$ cat config.mk
export PLATFORM = sky130hd
export DESIGN_NAME = ysyx_23060191_exu_gpr_flat
export DESIGN_NICKNAME = d
export VERILOG_FILES = /design/src/rtl/ysyx_23060191_pkg.sv /design/src/rtl/ysyx_23060191_exu_gpr_if.sv /design/src/rtl/ysyx_23060191_exu_gpr_regfile.sv /design/src/rtl/ysyx_23060191_exu_gpr.sv /design/src/flat_wrapper.sv
export SDC_FILE = /design/constraint.sdc
export NUM_CORES = 2
export LEC_CHECK = 0
export CORE_ASPECT_RATIO = 1.4
export CORE_MARGIN = 2
export CORE_UTILIZATION = 55
export CTS_BUF_LIST = sky130_fd_sc_hd__clkbuf_4 sky130_fd_sc_hd__clkbuf_8
export DETAILED_ROUTE_END_ITERATION = 6
export DONT_BUFFER_PORTS = 1
export HOLD_SLACK_MARGIN = 0.1
export PLACE_DENSITY = 0.81
export SLEW_MARGIN = 20
export SYNTH_ARGS = -nofsm -noshare
export SYNTH_HDL_FRONTEND = slang
export SYNTH_SLANG_ARGS = --single-unit
$ cat constraint.sdc
create_clock -name clk -period 45.2 [get_ports clk]
set_input_delay 13.56 -clock clk [delete_from_list [all_inputs] [get_ports clk]]
set_output_delay 13.56 -clock clk [all_outputs]
set_load 0.02 [all_outputs]
$ cat src/rtl/ysyx_23060191_pkg.sv
// Shared constants for the ysyx_23060191 execute stage: datapath width,
// ALU opcodes and operand-source selects.
package ysyx_23060191_pkg;

  localparam int DEFAULT_XLEN = 32;

  localparam logic [3:0] ADD   = 4'd0;
  localparam logic [3:0] SUB   = 4'd1;
  localparam logic [3:0] AND   = 4'd2;
  localparam logic [3:0] OR    = 4'd3;
  localparam logic [3:0] XOR   = 4'd4;
  localparam logic [3:0] SLL   = 4'd5;
  localparam logic [3:0] SRL   = 4'd6;
  localparam logic [3:0] SRA   = 4'd7;
  localparam logic [3:0] SLT   = 4'd8;
  localparam logic [3:0] SLTU  = 4'd9;
  localparam logic [3:0] PASSB = 4'd10;

  localparam logic [1:0] SEL_RR = 2'b00;
  localparam logic [1:0] SEL_RI = 2'b01;
  localparam logic [1:0] SEL_PI = 2'b10;
  localparam logic [1:0] SEL_P4 = 2'b11;

endpackage

$ cat src/rtl/ysyx_23060191_exu_gpr_if.sv
// Register-file and ALU signal bundle between the decode side (master)
// and the execute/GPR block (slave).
interface ysyx_23060191_exu_gpr_if #(
  parameter int XLEN = ysyx_23060191_pkg::DEFAULT_XLEN
);

  logic            wr_en_Rd;
  logic [4:0]      addr_Rd;
  logic [4:0]      addr_Rs1;
  logic [4:0]      addr_Rs2;
  logic [XLEN-1:0] data_Rd;
  logic [XLEN-1:0] data_Rs1;
  logic [XLEN-1:0] data_Rs2;
  logic [XLEN-1:0] pc;
  logic [XLEN-1:0] imm;
  logic [3:0]      exu_opt_code;
  logic [1:0]      exu_sel_code;
  logic [XLEN-1:0] exu_res;
  logic            zero;

  modport master (
    output wr_en_Rd, addr_Rd, addr_Rs1, addr_Rs2, data_Rd, pc, imm,
           exu_opt_code, exu_sel_code,
    input  data_Rs1, data_Rs2, exu_res, zero
  );

  modport slave (
    input  wr_en_Rd, addr_Rd, addr_Rs1, addr_Rs2, data_Rd, pc, imm,
           exu_opt_code, exu_sel_code,
    output data_Rs1, data_Rs2, exu_res, zero
  );

endinterface

$ cat src/rtl/ysyx_23060191_exu_gpr_regfile.sv
// 32-entry general-purpose register file with x0 hard-wired to zero.
// Define GPR_RST_CLR_EN to clear x1..x31 while rst_sync is high.
module ysyx_23060191_regfile
  import ysyx_23060191_pkg::*;
#(
  parameter int XLEN = DEFAULT_XLEN
) (
  input  logic            clk,
  input  logic            rst_sync,
  input  logic            wr_en_Rd,
  input  logic [4:0]      addr_Rd,
  input  logic [4:0]      addr_Rs1,
  input  logic [4:0]      addr_Rs2,
  input  logic [XLEN-1:0] data_Rd,
  output logic [XLEN-1:0] data_Rs1,
  output logic [XLEN-1:0] data_Rs2
);

  logic [XLEN-1:0] regs [1:31];

`ifdef GPR_RST_CLR_EN
  always_ff @(posedge clk) begin
    if (rst_sync) begin
      for (int i = 1; i < 32; i++) regs[i] <= '0;
    end else if (wr_en_Rd && (addr_Rd != 5'd0)) begin
      regs[addr_Rd] <= data_Rd;
    end
  end
`else
  // Contents deliberately survive reset; only the write is blocked.
  always_ff @(posedge clk) begin
    if (!rst_sync && wr_en_Rd && (addr_Rd != 5'd0)) begin
      regs[addr_Rd] <= data_Rd;
    end
  end
`endif

  // No write bypass: a read of the register being written sees the old value.
  assign data_Rs1 = (addr_Rs1 == 5'd0) ? '0 : regs[addr_Rs1];
  assign data_Rs2 = (addr_Rs2 == 5'd0) ? '0 : regs[addr_Rs2];

endmodule

$ cat src/rtl/ysyx_23060191_exu_gpr.sv
// Execute stage: GPR file, one-cycle reset delay and combinational ALU.
// Optional macro GPR_RST_CLR_EN clears the register file during reset.
module ysyx_23060191_exu_gpr
  import ysyx_23060191_pkg::*;
#(
  parameter int XLEN = DEFAULT_XLEN
) (
  input  logic                     clk,
  input  logic                     rst,
  output logic                     rst_sync,
  ysyx_23060191_exu_gpr_if.slave   bus
);

  logic [XLEN-1:0] op_a;
  logic [XLEN-1:0] op_b;
  logic [4:0]      shamt;
  logic [XLEN-1:0] res;

  always_ff @(posedge clk) begin
    rst_sync <= rst;
  end

  ysyx_23060191_regfile #(.XLEN(XLEN)) u_regfile (
    .clk      (clk),
    .rst_sync (rst_sync),
    .wr_en_Rd (bus.wr_en_Rd),
    .addr_Rd  (bus.addr_Rd),
    .addr_Rs1 (bus.addr_Rs1),
    .addr_Rs2 (bus.addr_Rs2),
    .data_Rd  (bus.data_Rd),
    .data_Rs1 (bus.data_Rs1),
    .data_Rs2 (bus.data_Rs2)
  );

  always_comb begin
    op_a = bus.data_Rs1;
    op_b = bus.data_Rs2;
    unique case (bus.exu_sel_code)
      SEL_RR: begin op_a = bus.data_Rs1; op_b = bus.data_Rs2; end
      SEL_RI: begin op_a = bus.data_Rs1; op_b = bus.imm;      end
      SEL_PI: begin op_a = bus.pc;       op_b = bus.imm;      end
      SEL_P4: begin op_a = bus.pc;       op_b = XLEN'(4);     end
      default: ;
    endcase
  end

  assign shamt = op_b[4:0];

  // Unused opcodes 11..15 fall through to zero.
  always_comb begin
    res = '0;
    case (bus.exu_opt_code)
      ADD:   res = op_a + op_b;
      SUB:   res = op_a - op_b;
      AND:   res = op_a & op_b;
      OR:    res = op_a | op_b;
      XOR:   res = op_a ^ op_b;
      SLL:   res = op_a << shamt;
      SRL:   res = op_a >> shamt;
      SRA:   res = $signed(op_a) >>> shamt;
      SLT:   res = {{(XLEN-1){1'b0}}, ($signed(op_a) < $signed(op_b))};
      SLTU:  res = {{(XLEN-1){1'b0}}, (op_a < op_b)};
      PASSB: res = op_b;
      default: res = '0;
    endcase
  end

  assign bus.exu_res = res;
  assign bus.zero    = (res == '0);

endmodule

$ cat src/flat_wrapper.sv
// flat-port wrapper written by rule: the top's interface ports become plain ports
module ysyx_23060191_exu_gpr_flat import ysyx_23060191_pkg::*;
#(
  parameter int XLEN = DEFAULT_XLEN
)
  (clk, rst, rst_sync, bus_wr_en_Rd, bus_addr_Rd, bus_addr_Rs1, bus_addr_Rs2, bus_data_Rd, bus_pc, bus_imm, bus_exu_opt_code, bus_exu_sel_code, bus_data_Rs1, bus_data_Rs2, bus_exu_res, bus_zero);
  ysyx_23060191_exu_gpr_if #(.XLEN(XLEN)) bus_i ();
  input  logic clk;
  input  logic rst;
  output logic rst_sync;
  input wire logic [$bits(bus_i.wr_en_Rd)-1:0] bus_wr_en_Rd;
  input wire logic [$bits(bus_i.addr_Rd)-1:0] bus_addr_Rd;
  input wire logic [$bits(bus_i.addr_Rs1)-1:0] bus_addr_Rs1;
  input wire logic [$bits(bus_i.addr_Rs2)-1:0] bus_addr_Rs2;
  input wire logic [$bits(bus_i.data_Rd)-1:0] bus_data_Rd;
  input wire logic [$bits(bus_i.pc)-1:0] bus_pc;
  input wire logic [$bits(bus_i.imm)-1:0] bus_imm;
  input wire logic [$bits(bus_i.exu_opt_code)-1:0] bus_exu_opt_code;
  input wire logic [$bits(bus_i.exu_sel_code)-1:0] bus_exu_sel_code;
  output wire logic [$bits(bus_i.data_Rs1)-1:0] bus_data_Rs1;
  output wire logic [$bits(bus_i.data_Rs2)-1:0] bus_data_Rs2;
  output wire logic [$bits(bus_i.exu_res)-1:0] bus_exu_res;
  output wire logic [$bits(bus_i.zero)-1:0] bus_zero;
  assign bus_i.wr_en_Rd = bus_wr_en_Rd;
  assign bus_i.addr_Rd = bus_addr_Rd;
  assign bus_i.addr_Rs1 = bus_addr_Rs1;
  assign bus_i.addr_Rs2 = bus_addr_Rs2;
  assign bus_i.data_Rd = bus_data_Rd;
  assign bus_i.pc = bus_pc;
  assign bus_i.imm = bus_imm;
  assign bus_i.exu_opt_code = bus_exu_opt_code;
  assign bus_i.exu_sel_code = bus_exu_sel_code;
  assign bus_data_Rs1 = bus_i.data_Rs1;
  assign bus_data_Rs2 = bus_i.data_Rs2;
  assign bus_exu_res = bus_i.exu_res;
  assign bus_zero = bus_i.zero;
  ysyx_23060191_exu_gpr #(.XLEN(XLEN)) u_core (.clk(clk), .rst(rst), .rst_sync(rst_sync), .bus(bus_i));
endmodule
==> results summary <==
The count of cells resized by post-cts repair is 0. After floorplanning, the core was sized to cover a little over 100000 um2. The flop and latch count out of synthesis came out at a little under 1000.

Cells fill ~60% of the core in the end. In the final design database the tool counted 4374 nets. Measured along the y axis, the die boundary spans around 390 um.

The total overflow reported by the global router came out at 0. The buffers plus inverters on the worst setup path came out at 1. The pre-CTS worst setup slack came out at 9.35 ns.

The hold buffer count at cts is 0. The die covers around 110000 um2. Dividing the detail-routed wire length by the instance count gives 41.2 um. The checks that failed: slew limit. The maximum clock insertion buffer count came out at 3. The cell count after synthesis is between 4000 and 5000. The fraction of layout instances using a drive strength above 1 is 20.9%.

In this run the worst path has a maximum fanout of between 200 and 300. Counting distinct cell types in the post-synthesis netlist gives 111. The vias per cell came out at roughly 8.0. Yosys instantiated no cell more often than sky130_fd_sc_hd__edfxtp_1. The post-route fraction of the period consumed by the critical path came out at between 80 and 90%. The number of sinks on the clock net is between 900 and 1000.

In this run the horizontal extent of the chip is between 200 and 300 um. The number of nets handed over by synthesis was roughly 4500. The pin count of the biggest net entering global routing came out at between 200 and 300. The endpoint type of the worst setup path is an output pin. For this run, the total global-route usage over all layers was measured as 42.9%. Across the VDD grid, the largest voltage drop is a little over 30 uV. The via count of the first global-routing pass is 43770. The min-delay analysis places its worst path in the category flop to flop. For this configuration, the core starts out at a cell density of around 56%.

The post-DP HPWL came out at roughly 150000 um. The cell type with the highest occurrence count on the critical path is sky130_fd_sc_hd__nor3_1. The worst-case headroom to the max-slew limit is -37.4%. For this run, the top clock speed supported by timing is roughly 27 MHz.

In this run the critical register-to-register path is launched from u_core.rst_sync. The number of routed nets with antenna violations is 0. The critical hold path startpoint is u_core.rst_sync.

The async set-reset flop share out of synthesis is 0%. Traced cell by cell, the critical path runs through mux2_2 -> a21boi_0 -> o21ai_0 -> a31oi_1 -> a21oi_1 -> a22o_1 -> ha_1 -> inv_1 -> o21ai_0 -> nor3_1 -> nor3_1 -> nor3_1 -> nor3_1 -> a21oi_1 -> a221oi_1 -> o221ai_1 -> or4_1 -> or4b_1 -> or4_1 -> or4b_1 -> nor4_2. The tree is rooted in a sky130_fd_sc_hd__clkbuf_8. The top cell type by total area after synthesis is sky130_fd_sc_hd__edfxtp_1. STA classifies the critical path startpoint as an input port. At the pin with the least slew margin, the transition time is just over 2 ns. The critical path is of the input port to output pin type. The wire length of the first global-routing pass is approximately 320000 um.

The number of I/O port buffers came out at 0. The power per unit of standard cell area is ~36 nW/um2. At the later pin of the worst-skew pair, clock insertion delay measures 0.84 ns. For this block, the initial DRC count from the detailed router was a little over 8000. The final number of setup-violating endpoints came out at 0.

The number of violations of the max-capacitance limit came out at 0. The setup TNS after final layout is 0 ns. The number of antenna violations at the first check in global routing is 31. The number of synthesized flops with an enable pin is just under 1000. The top-level I/O count is roughly 220. The final wirelength is approximately 230000 um. The sequential element share of the synthesized area came out at ~52%. The final worst-path setup slack came out at 8.38 ns. Sorting the synthesized cells by area gives the leading types as sky130_fd_sc_hd__edfxtp_1 52%, sky130_fd_sc_hd__mux4_2 13%, sky130_fd_sc_hd__mux2i_1 5.9%. Total power for the finished layout comes to 2190 uW. The most used flip-flop cell after synthesis is sky130_fd_sc_hd__edfxtp_1. On the worst path, the slowest cell contributes a delay of 1.00 ns. The cell area after placement came out at about 58000 um2. The TritonCTS buffer count is around 140. For this design, the slowest cell found on the critical path is sky130_fd_sc_hd__a21oi_1. The average cell area after synthesis is approximately 14 um2.

The largest clock skew in the final design came out at ~0.041 ns. Tracing the worst setup path back leads to its startpoint at bus_addr_Rs2[0]. In this run the static leakage power is about 0.020 uW. The routability-driven placement congestion ratio came out at around 1.1. The post-CTS setup buffer count is 0. The number of iterations in the first detailed-routing pass came out at 7. The number of cell rows is between 100 and 150. The count of pins over their slew limit is 174. Clock-pin slew was measured on the worst setup and hold paths at 0.07 ns. The final non-filler cell area came out at a little over 60000 um2. The minimum clock period after layout came out at between 30 and 40 ns. The summed instance area of the synthesized netlist is 57100 um2. The hold violation count in the final report came out at 0. The TritonCTS clock tree is built. The area growth from synthesis to layout came out at 6.93%.

In this design, the largest share of critical-path delay is due to simple AND/OR/NAND/NOR gates. The synthesized design devotes to its leading area cell type a little over half of total area. Setup repair after global routing left no endpoint under its margin.

The post-route DRC violation count came out at 0. The flow ran to the end, but the final reports show violations. The number of vias in the routed layout came out at between 40000 and 50000. In the synthesized netlist, the cells that appear most often are 992 x sky130_fd_sc_hd__edfxtp_1, 337 x sky130_fd_sc_hd__mux2i_1, 323 x sky130_fd_sc_hd__mux4_2. The required time of the worst setup path is ~32 ns. Data on the critical path arrives at its endpoint at around 23 ns. The count of warnings emitted by yosys is 0.

The count of H-tree levels built during CTS is 4.
==> cell type report <==
| cell class | count | area [um2] |
|---|---|---|
| Fill cell | 7536 | 41700 |
| Antenna cell | 21 | 52.6 |
| Inverter | 107 | 402 |
| Clock buffer | 170 | 2130 |
| Sequential cell | 993 | 29800 |
| Tap cell | 1339 | 1680 |
| Multi-Input combinational cell | 2785 | 25600 |
| Clock inverter | 76 | 470 |
| Timing Repair Buffer | 128 | 965 |
==> kinds of logic after synthesis <==
family                   synth area share (%)
flip-flops                               52.2
adder cells (fa/ha/maj)                  2.30
AO/OA/AOI/OAI                            14.2
XOR/XNOR                                0.123
multiplexers                             20.9
AND/OR/NAND/NOR                          6.39
buffers and inverters                    3.86
==> worst paths after layout <==
path / cells past startpoint / slack, ns / endpoint
max reg2reg: 4 / 42.30 / u_core.u_regfile.regs[26][15]
max: 21 / 8.38 / bus_zero
min: 3 / 1.30 / u_core.u_regfile.regs[26][31]
min reg2reg: 3 / 1.30 / u_core.u_regfile.regs[26][31]
==> per-stage QoR <==
step / std cells / hold slack, ns
after floorplan: 4226 / 1.32
after global placement: 5351 / 1.31
after detailed placement: 5351 / 1.32
after CTS: 5597 / 1.32
after global routing: 5605 / 1.39
final: 5619 / 1.30
==> report_power, final <==
| group | total, uW | internal [uW] | switching (uW) | leakage [uW] |
|---|---|---|---|---|
| clock | 680 | 331 | 349 | 0.00136 |
| combinational | 489 | 155 | 334 | 0.0101 |
| sequential | 1020 | 1020 | 1.66 | 0.00893 |
| total | 2190 | 1500 | 685 | 0.0204 |
==> per-layer routing <==
metal	part of all wire, %	track usage [%]
met4	12	40.0
met5	0.11	0
met3	15	16.7
met2	44	65.9
met1	29	45.5
==> worst min-delay path, stage by stage (launching register included) <==
cell,delay [ns]
sky130_fd_sc_hd__dfxtp_1,0.47
sky130_fd_sc_hd__nor3b_1,0.16
sky130_fd_sc_hd__nand3_1,0.34
sky130_fd_sc_hd__nor2_4,0.17
==> flip-flops by register name (all words and copies together) (netlist names) <==
name and cells:
u_core.rst_sync 1, u_core.u_regfile.regs 992
==> cell usage in the layout (no fill, tap or decap), drive strengths merged, types with 12 or more instances in the layout <==
cell type	instances
nor4	16
diode	21
nand2	175
buf	128
a22o	49
o22ai	57
and2	15
mux2i	346
clkinv	61
a21oi	193
a211oi	59
nand2b	25
o21ai	189
a211o	13
nand4	17
mux4	327
ha	102
a2111oi	17
nor3	88
o221ai	60
nor2	267
a31oi	56
o311ai	16
nor2b	28
or3	23
edfxtp	992
a22oi	100
or2	12
o31ai	18
clkbuf	170
a221o	16
mux2	88
o22a	19
o211ai	67
inv	113
nand3	62
o21a	13
a21o	17
a221oi	82
Note: power is estimated with default switching activity, not from simulation.
